File: src/rtl/fetch_unit.sv
// Instruction fetch stage: owns the PC, drives the synchronous instruction memory
// address and pairs each one-cycle-late read result with its PC for decode.
package fetch_unit_pkg;
    typedef struct packed {
        logic [31:0] bits;
    } instruction_s;
endpackage

module fetch_unit
    import fetch_unit_pkg::*;
#(
    parameter int addr_width_p = 10
) (
    input  logic                    clk,
    input  logic                    reset_n_i,
    input  logic                    en_i,
    input  logic                    redirect_i,
    input  logic [addr_width_p-1:0] redirect_pc_i,
    output logic [addr_width_p-1:0] imem_addr_o,
    input  instruction_s            imem_instr_i,
    output instruction_s            instr_o,
    output logic [addr_width_p-1:0] pc_o,
    output logic                    valid_o,
    input  logic                    ready_i,
    output logic [31:0]             fetch_count_o
);

    typedef logic [addr_width_p-1:0] addr_t;

    addr_t       pc_r;
    addr_t       rsp_pc_r;
    logic        rsp_valid_r;
    logic [31:0] count_r;

    logic        valid;
    logic        stall;
    logic        accept;

    // A redirect squashes whatever read result is arriving this cycle.
    assign valid  = rsp_valid_r && !redirect_i;
    assign stall  = valid && !ready_i;
    assign accept = valid && ready_i;

    assign valid_o       = valid;
    assign pc_o          = rsp_pc_r;
    assign instr_o       = imem_instr_i;
    assign fetch_count_o = count_r;

    // Replaying rsp_pc_r on a stall keeps the memory output, and so instr_o, stable.
    always_comb begin
        if (redirect_i) begin
            imem_addr_o = redirect_pc_i;
        end else if (stall) begin
            imem_addr_o = rsp_pc_r;
        end else begin
            imem_addr_o = pc_r;
        end
    end

    always_ff @(posedge clk or negedge reset_n_i) begin
        if (!reset_n_i) begin
            pc_r        <= '0;
            rsp_pc_r    <= '0;
            rsp_valid_r <= 1'b0;
        end else if (redirect_i) begin
            rsp_pc_r    <= redirect_pc_i;
            rsp_valid_r <= en_i;
            pc_r        <= redirect_pc_i + addr_t'(1);
        end else if (stall) begin
            pc_r        <= pc_r;
            rsp_pc_r    <= rsp_pc_r;
            rsp_valid_r <= rsp_valid_r;
        end else if (en_i) begin
            rsp_pc_r    <= pc_r;
            rsp_valid_r <= 1'b1;
            pc_r        <= pc_r + addr_t'(1);
        end else begin
            rsp_valid_r <= 1'b0;
        end
    end

    always_ff @(posedge clk or negedge reset_n_i) begin
        if (!reset_n_i) begin
            count_r <= '0;
        end else if (accept) begin
            count_r <= count_r + 32'd1;
        end
    end

endmodule

File: config.mk
export PLATFORM = sky130hd
export DESIGN_NAME = fetch_unit
export DESIGN_NICKNAME = d
export VERILOG_FILES = /design/src/rtl/fetch_unit.sv
export SDC_FILE = /design/constraint.sdc
export NUM_CORES = 1
export LEC_CHECK = 0
export CELL_PAD_IN_SITES_DETAIL_PLACEMENT = 1
export CELL_PAD_IN_SITES_GLOBAL_PLACEMENT = 2
export CORE_MARGIN = 2
export CORE_UTILIZATION = 22
export CTS_BUF_LIST = sky130_fd_sc_hd__clkbuf_8 sky130_fd_sc_hd__clkbuf_16
export CTS_CLUSTER_SIZE = 8
export DETAILED_ROUTE_END_ITERATION = 7
export PLACE_DENSITY_LB_ADDON = 0.1
export SETUP_SLACK_MARGIN = 0.02
export SLEW_MARGIN = 10
export SYNTH_ARGS = -nofsm -noshare
export SYNTH_HDL_FRONTEND = slang
export SYNTH_SLANG_ARGS = --single-unit
export TNS_END_PERCENT = 100
File: constraint.sdc
create_clock -name clk -period 2.1 [get_ports clk]
set_clock_uncertainty 0.2 [all_clocks]
set_input_delay 0.315 -clock clk [delete_from_list [all_inputs] [get_ports clk]]
set_output_delay 0.315 -clock clk [all_outputs]
set_load 0.02 [all_outputs]
==> reports/metrics.csv <==
metric,value,unit
crit-path cells,clkdlybuf4s50_1 -> mux2_4 -> ha_4 -> and4b_1 -> o21ba_4 -> and3_4 -> xnor2_1 -> mux2i_1,
CP startpoint kind,primary input,
P_leak,1.95,nW
P_int,2.01,mW
Post-synth EDFFs,0,
sw frac,32.5,%
Worst Path Arrival,2.04,ns
largest net degree at the start of global routing,36,
initial antenna violation count,0,
final wirelength,8.65,mm
Final Cycle Share,97.4,%
sequential area share after synthesis,44.1,%
first-pass GRT wire length,14.0,mm
most instantiated library cell after synthesis,dfrtp_1,
Clock power frac,29.2,%
critical setup path kind,in2reg,
H-Tree Depth,2,
final antenna diode count,0,
layout cell share with drive strength beyond 1,25.4,%
Synth area leaders,"dfrtp_1 (44%), buf_4 (8.5%), xnor2_1 (7.9%)",
sequential power share,42.2,%
die area,14600,sq um
CP max stage delay,0.45,ns
Yosys top cell area share,44.1,%
Avg Inst Size Synth,9.61,sq um
Clock Latency Late Sink,0.31,ns
routability cong.,0.727,
outcome,finished clean,
Vias/cell,4.29,
worst-path fanout max,3,
"Primary FF master, synth",dfrtp_1,
TritonCTS clock tree,yes,
CP Capture Type,register,
1st-pass router iterations,4,
Commonest cells post-synth,"dfrtp_1 (53), nand2_1 (48), buf_4 (34)",
Core Area,13300,sq um
RSZ-0062 raised after global routing,yes,
final core occ,32.3,%
P&R area growth vs syn,42.9,%
Period minus WS final,2.04,ns
Max-Cap Viols,0,
CP max-delay cell,clkdlybuf4s50_1,
drt wl/cell,15.0,microns
vias post-DR,2474,
FMAX,0.489,GHz
HPWL after detailed placement,6.22,mm
Max VDD drop,0.302,mV
drt drc,0,
Yosys top cell by area,dfrtp_1,
asr flop ratio synth,100,%
Hold WC Path Type,reg2reg,
DRT iter0 DRCs,80,
sw power,968,uW
final hold vios,0,
Final Max Tran Viols,0,
vias in the first global route,2605,
die outline width,121,microns
Sink Count,53,
ANT nets after route,0,
Worst-path clk slew,0.07,ns
Top Ports,132,
# fillers,1531,
Max-slew headroom,66.3,%
"Req. time, crit path",2.09,ns
yosys warns,0,
combinational fraction of design power,28.6,%
PwrDens,693,nW/um^2
Power Total,2.98,mW
GRT Residual Overflow,0,
Tot GR Track Use,12.4,%
Die Y,121,microns
"flops & latches, synth",53,
Max Root-Sink Buffers,2,
setup violators final,0,
Post-Syn Nets,362,
clock root cell,clkbuf_16,
final net count,449,
Starting Density,22.6,%
Num CTS Buffers,5,
hold_ws,0.272,ns
Rows,42,
Netlist cell types,39,
Post-Syn Instances,313,
slew of the pin with the lowest slew margin,0.502,ns
port bufs,67,
Mapped Area,3010,sq um
==> registers in the layout (all words and copies together) (netlist names) <==
register,flops
pc_r,10
rsp_valid_r,1
pc_o,10
fetch_count_o,32
==> area by class of cell <==
cell class	instances	area [sq um]	area share (%)
Multi-Input combinational cell	215	1480	34.4
Sequential cell	53	1330	30.8
Timing Repair Buffer	121	1110	25.8
Tap cell	176	220	5.12
Clock buffer	5	125	2.91
Clock inverter	3	22.5	0.524
Inverter	4	15.0	0.349
==> cells in the final DEF (no fill, tap or decap), drive strengths merged, types with 2 or more instances in the layout <==
master | synthesis | routed
and4b | 2 | 2
a21oi | 6 | 6
buf | 38 | 64
inv | 4 | 4
ha | 2 | 2
clkinv | 0 | 3
clkdlybuf4s50 | 0 | 53
nor2 | 23 | 23
nor2b | 2 | 2
and4 | 4 | 4
and3 | 8 | 8
nand2 | 48 | 48
dfrtp | 53 | 53
xor2 | 17 | 17
a22oi | 5 | 5
mux2 | 3 | 3
nand4 | 8 | 8
xnor2 | 27 | 27
o21ai | 9 | 9
clkbuf | 3 | 7
mux2i | 12 | 12
nand2b | 2 | 2
nor3 | 3 | 3
nand3 | 21 | 21
==> power by group through the flow <==
stage	Combinational [mW]	Clock, mW	Sequential [mW]
global route	0.931	0.953	1.28
detailed placement	0.824	0	1.28
CTS	0.851	0.921	1.26
global placement	0.824	0	1.28
floorplan	0.387	0	1.35
finish	0.853	0.871	1.26
==> cells by family (layout without fill, tap and decap cells) <==
logic type,Yosys count,after routing,synth area share (%)
compound gates,27,27,6.03
xor+xnor,44,44,12.8
fa+ha+maj,2,2,0.831
buf+inv,45,133,10.0
flops,53,53,44.1
mux,15,15,5.11
simple gates,127,127,21.1
==> layer usage <==
metal	track usage, %	up-vias	share of wire [%]
met3	2.35	10	3.4
met5	0	-	0
li1	-	1199	-
met2	19.8	51	47
met4	4.72	0	1.7
met1	16.5	1214	48
==> stage by stage <==
step / area, sq um / TNS [ns] / setup slack [ns] / cells
floorplan: 3060 / -0.225 / -0.151 / 313
global placement: 3990 / -13.50 / -0.545 / 560
detailed placement: 3990 / -14.64 / -0.589 / 560
CTS: 4250 / 0 / 0.0185 / 576
global route: 4300 / -0.00250 / -0.00250 / 577
finish: 4300 / 0 / 0.0555 / 577
==> final timing paths <==
path / from / end / slack [ns] / cells after the start
min reg2reg: fetch_count_o[31]$_DFFE_PN0P_ / fetch_count_o[31]$_DFFE_PN0P_ / 0.27 / 1
min: fetch_count_o[31]$_DFFE_PN0P_ / fetch_count_o[31]$_DFFE_PN0P_ / 0.27 / 1
max: redirect_pc_i[0] / pc_r[8]$_DFFE_PN0P_ / 0.06 / 8
max reg2reg: pc_r[0]$_DFFE_PN0P_ / pc_r[8]$_DFFE_PN0P_ / 0.11 / 7
min in group asynchronous: reset_n_i / fetch_count_o[15]$_DFFE_PN0P_ / 0.29 / 2
max in group asynchronous: reset_n_i / pc_o[9]$_DFFE_PN0P_ / 0.83 / 3
==> repair_timing <==
action	in CTS	in global routing
gates resized for setup	73	19
pin swaps	2	5
endpoints found under the hold margin	18	0
gates cloned	1	0
hold buffers	1	0
buffers inserted	6	1
endpoints found under the setup margin	22	22
==> worst max-delay path, delay by kind of cell <==
kind,cells,cell delay [ns]
adder cells (fa/ha/maj),1,0.16
AND/OR/NAND/NOR,2,0.36
multiplexers,2,0.38
AO/OA/AOI/OAI,1,0.23
buffers and inverters,1,0.45
XOR/XNOR,1,0.14
No activity file was read; power rests on OpenSTA's default activity.
